**config.mk**
```make
export PLATFORM = sky130hd
export DESIGN_NAME = sram_stream_reader_flat
export DESIGN_NICKNAME = d
export VERILOG_FILES = /design/src/rtl/sram_pkg.sv /design/src/rtl/sram_stream_reader_if.sv /design/src/rtl/sram_rd_fifo2.sv /design/src/rtl/sram_stream_reader.sv /design/src/flat_wrapper.sv
export SDC_FILE = /design/constraint.sdc
export NUM_CORES = 1
export LEC_CHECK = 0
export CAP_MARGIN = 20
export CORE_UTILIZATION = 63
export DETAILED_ROUTE_END_ITERATION = 16
export DONT_BUFFER_PORTS = 1
export PLACE_DENSITY = 0.79
export SETUP_SLACK_MARGIN = 0.05
export SYNTH_ARGS = -nofsm -noshare
export SYNTH_HDL_FRONTEND = slang
export SYNTH_SLANG_ARGS = --single-unit
```
**constraint.sdc**
```tcl
create_clock -name clk -period 3.6 [get_ports clk]
set_clock_uncertainty 0.1 [all_clocks]
set_input_delay 0.72 -clock clk [delete_from_list [all_inputs] [get_ports clk]]
set_output_delay 0.72 -clock clk [all_outputs]
set_load 0.01 [all_outputs]
```
**src/rtl/sram_pkg.sv**
```systemverilog
// Shared types and helpers for the SRAM stream reader.
package sram_pkg;

    // Read engine command phases.
    typedef enum logic [1:0] {
        IDLE,
        RUN,
        DRAIN,
        DONE
    } rd_state_t;

    // Number of bits needed to represent value (minimum 1).
    function automatic int clogb2(input int value);
        int v;
        int r;
        v = value;
        r = 0;
        while (v > 0) begin
            r = r + 1;
            v = v >> 1;
        end
        if (r == 0) begin
            r = 1;
        end
        return r;
    endfunction

endpackage

```
**src/rtl/sram_stream_reader_if.sv**
```systemverilog
// Valid/ready stream carrying SRAM words with an end-of-command marker.
interface sram_stream_reader_if #(
    parameter int g_W = 16
);
    logic [g_W-1:0] m_data;
    logic           m_valid;
    logic           m_ready;
    logic           m_last;

    modport master (
        output m_data,
        output m_valid,
        output m_last,
        input  m_ready
    );

    modport slave (
        input  m_data,
        input  m_valid,
        input  m_last,
        output m_ready
    );
endinterface

```
**src/rtl/sram_rd_fifo2.sv**
```systemverilog
// Two-entry fall-through register FIFO. When empty, the word being pushed
// is presented directly on the output so a read returns to the stream in
// the same cycle it leaves the SRAM; if it is popped right away it is never
// stored. A push while full is only legal together with a pop.
module sram_rd_fifo2 #(
    parameter int g_W = 16
) (
    input  logic           clk,
    input  logic           rst_n,
    input  logic           push,
    input  logic [g_W:0]   push_data,
    input  logic           pop,
    output logic [1:0]     count,
    output logic           out_valid,
    output logic [g_W:0]   out_data
);

    logic [g_W:0] mem [2];
    logic         wr_ptr;
    logic         rd_ptr;
    logic [1:0]   cnt;
    logic         do_write;
    logic         do_read;

    // A pushed word bypasses storage only when it is consumed immediately.
    assign do_write  = push && !((cnt == 2'd0) && pop);
    assign do_read   = pop && (cnt != 2'd0);
    assign count     = cnt;
    assign out_valid = (cnt != 2'd0) || push;

    // Head of queue, or the incoming word when empty; zero when nothing is valid.
    always_comb begin
        out_data = '0;
        if (cnt != 2'd0) begin
            out_data = mem[rd_ptr];
        end else if (push) begin
            out_data = push_data;
        end
    end

    // Occupancy and pointer bookkeeping.
    always_ff @(posedge clk or negedge rst_n) begin
        if (!rst_n) begin
            cnt    <= 2'd0;
            wr_ptr <= 1'b0;
            rd_ptr <= 1'b0;
        end else begin
            cnt <= cnt + {1'b0, do_write} - {1'b0, do_read};
            if (do_write) begin
                wr_ptr <= ~wr_ptr;
            end
            if (do_read) begin
                rd_ptr <= ~rd_ptr;
            end
        end
    end

    // Storage array; contents are only meaningful below the occupancy count.
    always_ff @(posedge clk) begin
        if (do_write) begin
            mem[wr_ptr] <= push_data;
        end
    end

endmodule

```
**src/rtl/sram_stream_reader.sv**
```systemverilog
// Sequential SRAM read engine: a start pulse latches base address and beat
// count, reads are issued on a one-cycle-latency port and the returned words
// leave as a valid/ready stream with m_last on the final beat.
module sram_stream_reader
    import sram_pkg::*;
#(
    parameter int  g_D = 512,
    parameter int  g_W = 16,
    localparam int AW  = clogb2(g_D - 1),
    localparam int LW  = clogb2(g_D)
) (
    input  logic                 clk,
    input  logic                 rst_n,
    input  logic                 start,
    input  logic [AW-1:0]        base_addr,
    input  logic [LW-1:0]        len,
    output logic                 busy,
    output logic                 done,
    output logic                 ram_en,
    output logic [AW-1:0]        ram_addr,
    input  logic [g_W-1:0]       ram_dout,
    sram_stream_reader_if.master strm
);

    rd_state_t     state;
    logic [AW-1:0] addr;
    logic [LW-1:0] remaining;
    logic          inflight;
    logic          inflight_last;
    logic [1:0]    fifo_count;
    logic          fifo_valid;
    logic [g_W:0]  fifo_out;
    logic          pop;
    logic          room;

    assign pop = strm.m_valid && strm.m_ready;

    // Buffered plus inflight words, less the one leaving now, must stay below
    // two so the word returning next cycle always finds a FIFO slot.
    assign room   = ({1'b0, fifo_count} + {2'b00, inflight}) < (3'd2 + {2'b00, pop});
    assign ram_en = (state == RUN) && (remaining != '0) && room;
    assign ram_addr = addr;

    assign strm.m_valid = fifo_valid;
    assign strm.m_data  = fifo_out[g_W-1:0];
    assign strm.m_last  = fifo_out[g_W];

    sram_rd_fifo2 #(
        .g_W (g_W)
    ) u_fifo (
        .clk       (clk),
        .rst_n     (rst_n),
        .push      (inflight),
        .push_data ({inflight_last, ram_dout}),
        .pop       (pop),
        .count     (fifo_count),
        .out_valid (fifo_valid),
        .out_data  (fifo_out)
    );

    // Command FSM with address/beat counters and registered status outputs.
    always_ff @(posedge clk or negedge rst_n) begin
        if (!rst_n) begin
            state         <= IDLE;
            busy          <= 1'b0;
            done          <= 1'b0;
            addr          <= '0;
            remaining     <= '0;
            inflight      <= 1'b0;
            inflight_last <= 1'b0;
        end else begin
            inflight      <= ram_en;
            inflight_last <= ram_en && (remaining == LW'(1));
            if (ram_en) begin
                addr      <= (addr == AW'(g_D - 1)) ? '0 : addr + 1'b1;
                remaining <= remaining - 1'b1;
            end
            case (state)
                IDLE: begin
                    done <= 1'b0;
                    if (start) begin
                        addr      <= base_addr;
                        remaining <= len;
                        busy      <= 1'b1;
                        if (len == '0) begin
                            state <= DONE;
                            done  <= 1'b1;
                        end else begin
                            state <= RUN;
                        end
                    end
                end
                RUN: begin
                    if (ram_en && (remaining == LW'(1))) begin
                        state <= DRAIN;
                    end
                end
                DRAIN: begin
                    if (pop && strm.m_last) begin
                        state <= DONE;
                        busy  <= 1'b0;
                        done  <= 1'b1;
                    end
                end
                DONE: begin
                    busy  <= 1'b0;
                    done  <= 1'b0;
                    state <= IDLE;
                end
                default: begin
                    state <= IDLE;
                end
            endcase
        end
    end

endmodule
```
**src/flat_wrapper.sv**
```systemverilog
// flat-port wrapper written by rule: the top's interface ports become plain ports
module sram_stream_reader_flat import sram_pkg::*;
#(
    parameter int  g_D = 512,
    parameter int  g_W = 16,
    localparam int AW  = clogb2(g_D - 1),
    localparam int LW  = clogb2(g_D)
)
  (clk, rst_n, start, base_addr, len, busy, done, ram_en, ram_addr, ram_dout, strm_m_data, strm_m_valid, strm_m_last, strm_m_ready);
  sram_stream_reader_if #(.g_W(g_W)) strm_i ();
  input  logic clk;
  input  logic rst_n;
  input  logic start;
  input  logic [AW-1:0] base_addr;
  input  logic [LW-1:0] len;
  output logic busy;
  output logic done;
  output logic ram_en;
  output logic [AW-1:0] ram_addr;
  input  logic [g_W-1:0] ram_dout;
  output wire logic [$bits(strm_i.m_data)-1:0] strm_m_data;
  output wire logic [$bits(strm_i.m_valid)-1:0] strm_m_valid;
  output wire logic [$bits(strm_i.m_last)-1:0] strm_m_last;
  input wire logic [$bits(strm_i.m_ready)-1:0] strm_m_ready;
  assign strm_m_data = strm_i.m_data;
  assign strm_m_valid = strm_i.m_valid;
  assign strm_m_last = strm_i.m_last;
  assign strm_i.m_ready = strm_m_ready;
  sram_stream_reader #(.g_D(g_D), .g_W(g_W)) u_core (.clk(clk), .rst_n(rst_n), .start(start), .base_addr(base_addr), .len(len), .busy(busy), .done(done), .ram_en(ram_en), .ram_addr(ram_addr), .ram_dout(ram_dout), .strm(strm_i));
endmodule
```
# Word level (Yosys, flattened, before mapping)
# Memory sizes are Yosys's and may differ from the RTL's.
# Index checks and enable logic that the tools add are counted.
[word_totals]
reg_bits = 29
mem_bits_rw = 34
input_bits = 39
output_inout_bits = 30
wordCells = 70
memories = 1
[memory_table]
columns = ["memory", "depth", "width", "rd", "rd_clocked_by_memory_dff", "wr", "line", "rtl"]
rows = [
  ["u_core.u_fifo.mem", 2, 17, 1, 0, 1, "sram_rd_fifo2.sv:18", "logic [g_W:0] mem [2];"],
]
[op_classes]
addsub = 6
magnitude_cmp = 1
eq_ne = 8
muxes = 23
bitwise_logic = 2
reduce_logical = 19
[op_table]
columns = ["operator", "count"]
rows = [
  ["2-to-1 mux 9 bit", 4],
  ["2-to-1 mux 17 bit", 2],
  ["2-to-1 mux 10 bit", 3],
  ["== test 10 x 1 -> 1 bit (second input constant)", 1],
  ["logical NOT 10 bit", 1],
  ["nonzero test 10 bit", 1],
  ["subtractor 10 x 1 -> 10 bit (second input constant)", 1],
  ["adder 9 x 1 -> 9 bit (second input constant)", 1],
  ["== test 9 bit (second input constant)", 1],
  ["logical AND 1 bit", 8],
  ["2-to-1 mux 2 bit", 4],
  ["one-hot mux 2 bit (4 select lines)", 1],
  ["2-to-1 mux 1 bit", 7],
  ["one-hot mux 1 bit (3 select lines)", 2],
  ["AND reduction 3 bit", 2],
  ["== test 2 bit (second input constant)", 2],
  ["logical NOT 2 bit", 2],
  ["!= test 2 bit (second input constant)", 2],
  ["adder 2 x 1 -> 3 bit", 1],
  ["adder 2 x 1 -> 3 bit (first input constant)", 1],
  ["< comparator 3 bit", 1],
  ["nonzero test 3 bit", 1],
  ["adder 2 x 1 -> 2 bit", 1],
  ["== test 2 x 1 -> 1 bit (second input constant)", 1],
  ["7 further kinds", 8],
]

# Longest topological paths before layout
[depth]
depth_word = 9
ltp_mapped = 9

# By module
# A second synthesis with hierarchy kept.
[hier_totals]
hier_cells = 313
hier_area_um2 = 3488.3
[modules_own_cells]
columns = ["mod", "n_inst", "cells_each", "area_per_inst_um2", "seq_area_each_um2"]
rows = [
  ["sram_stream_reader", 1, 196, 1786.7, 625.6],
  ["sram_rd_fifo2", 1, 117, 1701.6, 1121.1],
]

# Worst setup path after synthesis
# Ideal clock, no wire load.
[synth_timing]
path_type = "register to output"
from = "register u_core.u_fifo.cnt[0], in the netlist u_core.u_fifo.count[0]"
to = "output ram_en"
t_arrival_ps = 2133
required_ps = 2780
slack_ps = 647
stages_incl_launch_ff = 8
path_buffers = 1
cell_sequence = "dfrtp_1 -> ha_1 -> ha_1 -> nor4b_2 -> a2111oi_4 -> nand2_4 -> buf_2 -> inv_1"
[synth_between]
elab_chain_cells = 6
[synth_lines]
columns = ["element", "line", "rtl"]
rows = [
  ["from (decl)", "sram_rd_fifo2.sv:21", "logic [1:0] cnt;"],
  ["from (signal assigned)", "sram_rd_fifo2.sv:48", "cnt <= cnt + {1'b0, do_write} - {1'b0, do_read};"],
  ["nonzero test 2 bit", "sram_rd_fifo2.sv:29", "assign out_valid = (cnt != 2'd0) || push;"],
  ["logical OR 1 bit", "sram_rd_fifo2.sv:29", ""],
  ["logical AND 1 bit", "sram_stream_reader.sv:36", "assign pop = strm.m_valid && strm.m_ready;"],
  ["adder 2 x 1 -> 3 bit", "sram_stream_reader.sv:40", "assign room = ({1'b0, fifo_count} + {2'b00, inflight}) < (3'd2 + {2'b00, pop});"],
  ["< comparator 3 bit *", "sram_stream_reader.sv:40", ""],
  ["logical AND 1 bit *", "sram_stream_reader.sv:41", "assign ram_en = (state == RUN) && (remaining != '0) && room;"],
  ["to (decl)", "flat_wrapper.sv:18", "output logic ram_en;"],
]
# Every way passes the cells marked *; elsewhere a longest branch is shown, timed or not.

# Worst setup path in the final report
# Same ends and word-level chain as after synthesis.

==> flow_metrics.env <==
export IMPL_status="completed"
export IMPL_dpl_hpwl_um=4140
export IMPL_slew_headroom=0.501
export IMPL_fmax_mhz=308
export IMPL_die_area_um2=5420
export IMPL_postSynthCellCount=294
export IMPL_cts_path_max_buffers=2
export IMPL_worstMarginPinSlew_ns=0.748
export IMPL_critPathMaxFanout=19
export IMPL_grt_usage=0.241
export IMPL_core_um2=4820
export IMPL_vias_per_cell=6.04
export IMPL_antenna_found_initial=0
export IMPL_drc_errors=0
export IMPL_path_class="flop to output port"
export IMPL_ff2ff_path_depth=7
export IMPL_synth_cell_type_count=44
export IMPL_irDropWorstVdd_uv=580
export IMPL_clock_latency_ns=0.33
export IMPL_hold_buffers=1
export IMPL_diodes=0
export IMPL_power_density_nw_per_um2=858
export IMPL_die_h_um=73.6
export IMPL_start_kind="flop"
export IMPL_post_route_min_period_ns=3.24
export IMPL_timing_hold_ws_ns=0.107
export IMPL_finalSetupViolations=0
export IMPL_cp_arrival_ns=2.42
export IMPL_hold_violations=0
export IMPL_grt_pass1_wl_um=9590
export IMPL_ff2ff_setup_slack_ns=0.70
export IMPL_syn2layout_area_growth_pct=9.56
export IMPL_start_util=0.671
export IMPL_routedWlPerCell_um=16.5
export IMPL_cap_violations=0
export IMPL_synth_largest_area_cell="edfxtp_1"
export IMPL_cts_tree="built"
export IMPL_fin_crit_sh=0.901
export IMPL_ys_ff_latch=63
export IMPL_yosysWarnings=0
export IMPL_cts_buffers=9
export IMPL_num_vias=2239
export IMPL_grt_max_degree=39
export IMPL_first_global_vias=2110
export IMPL_drive_gt1_frac=0.0954
export IMPL_cts_root_buffer="clkbuf_8"
export IMPL_finalNonFillerCells=371
export IMPL_wl_um=6120
export IMPL_drt_iter0_drc=85
export IMPL_ctsHtreeMaxLevel=3
export IMPL_hold_path_class="input port to async pin"
export IMPL_required_ns=2.78
export IMPL_cts_resized=0
export IMPL_clk_pin_slew_ns=0.07
export IMPL_antenna_left=0
export IMPL_yosysSeqAreaShare=0.540
export IMPL_fin_setup_tns_ns=0
export IMPL_ios=69
export IMPL_p_leak_uw=0.00136
export IMPL_syn_area_um2=3230
export IMPL_die_w_um=73.6
export IMPL_synth_largest_type_area_fraction=0.316
export IMPL_first_pass_iters=4
export IMPL_final_nets=353
export IMPL_synth_top_cells_by_count="nor2_1, edfxtp_1, dfrtp_1"
export IMPL_synth_edf_count=34
export IMPL_port_buffers=0
export IMPL_synthFlopType="edfxtp_1"
export IMPL_endpoint_kind="output port"
export IMPL_synthArstFlopShare=0.460
export IMPL_slew_violations=0
export IMPL_r2r_start="u_core.u_fifo.count[0]$_DFF_PN0_"
export IMPL_r2r_end="u_core.state[1]$_DFFE_PN0P_"
export IMPL_yosysMostFrequentCell="nor2_1"
export IMPL_syn_nets=348
export IMPL_synth_area_per_cell_um2=11.0
export IMPL_grt_ovfl_total=0
export IMPL_synthTopCellsByArea="edfxtp_1, dfrtp_1, ha_1"
export IMPL_gp_congestion=0.930
export IMPL_n_fill_cell=359
export IMPL_postCtsSetupBuffers=0
export IMPL_cts_sinks=63
export IMPL_std_cell_rows=25
export IMPL_place_inst=353
export IMPL_grt_setup_unrepaired="false"
[power by group]
group / internal [uW] / leakage [uW] / switching [uW]
logic: 496 / 0.000618 / 720
registers: 1000 / 0.000643 / 245
clock network: 313 / 0.0000941 / 264
[layout make-up]
class	instances	area, um^2	share of cell area
Sequential cell	63	1750	0.493
Multi-Input combinational cell	208	1400	0.396
Clock buffer	9	124	0.0350
Timing Repair Buffer	7	85.1	0.0240
Tap cell	67	83.8	0.0237
Clock inverter	7	63.8	0.0180
Inverter	10	37.5	0.0106
[state kept, by name, summed over array words and instances (netlist names)]
register and flops:
u_core.u_fifo.mem 34, u_core.remaining 10, u_core.ram_addr 9, u_core.state 2, u_core.u_fifo.count 2, u_core.busy 1
u_core.done 1, u_core.inflight 1, u_core.inflight_last 1, u_core.u_fifo.rd_ptr 1, u_core.u_fifo.wr_ptr 1
[metal layers]
metal  vias up  routed length [um]  share of wire  track usage
li1       1106                   -              -            -
met3         6                 321          0.052       0.0700
met1      1060                2750           0.45        0.294
met4         0                  67          0.011       0.0962
met5         -                   0              0            0
met2        67                2980           0.49        0.404
[cell usage in the layout (no fill, tap or decap), drive strengths merged, types with 3 or more instances in the layout]
master / netlist / layout
o21ai: 22 / 22
a21oi: 9 / 9
or4: 3 / 3
nor3: 4 / 4
xor2: 7 / 7
nand4b: 4 / 4
edfxtp: 34 / 34
clkinv: 0 / 5
nor2b: 3 / 3
ha: 15 / 15
nand3: 23 / 23
clkbuf: 11 / 9
dfrtp: 29 / 29
nand4: 4 / 4
xnor2: 4 / 4
nor2: 37 / 37
a31oi: 13 / 13
a211oi: 4 / 4
buf: 2 / 7
nand2: 11 / 11
inv: 10 / 10
mux2i: 18 / 18
and3: 5 / 5
[worst max path at each step]
| stage | slack [ns] | startpoint | to |
|---|---|---|---|
| finish | 0.36 | u_core.u_fifo.count[0]$_DFF_PN0_ | ram_en |
| global route | 0.21 | u_core.u_fifo.count[0]$_DFF_PN0_ | ram_en |
| CTS | 0.35 | u_core.u_fifo.count[0]$_DFF_PN0_ | ram_en |
| detailed placement | 0.71 | u_core.u_fifo.count[0]$_DFF_PN0_ | u_core.state[1]$_DFFE_PN0P_ |
| global placement | 0.78 | u_core.u_fifo.count[0]$_DFF_PN0_ | ram_en |
| floorplan | 0.65 | u_core.u_fifo.count[0]$_DFF_PN0_ | ram_en |
[kinds of logic (layout without fill, tap and decap cells)]
family,count (synthesis),in the layout,share of synthesized area
simple gates,107,107,0.174
flops,63,63,0.540
compound gates,56,56,0.112
buf+inv,23,33,0.0271
mux,19,19,0.0592
fa+ha+maj,15,15,0.0580
xor+xnor,11,11,0.0298
[worst max-delay path, cell delays in order, from the launching register on]
cell	delay [ns]
dfrtp_1	0.45
ha_1	0.23
ha_1	0.34
nor4b_2	0.21
a2111oi_4	0.31
buf_4	0.23
nand2_4	0.14
inv_1	0.17
[stage by stage]
| stage | setup WS, ns | util | area (um^2) | total power, uW |
|---|---|---|---|---|
| final | 0.358 | 0.735 | 3540 | 3040 |
| after global routing | 0.212 | 0.735 | 3540 | 3260 |
| after CTS | 0.347 | 0.730 | 3510 | 3030 |
| after floorplan | 0.647 | - | 3230 | 2180 |
| after global placement | 0.776 | 0.686 | 3310 | 2400 |
| after detailed placement | 0.710 | 0.686 | 3310 | 2440 |
No activity file was read; power rests on OpenSTA's default activity.
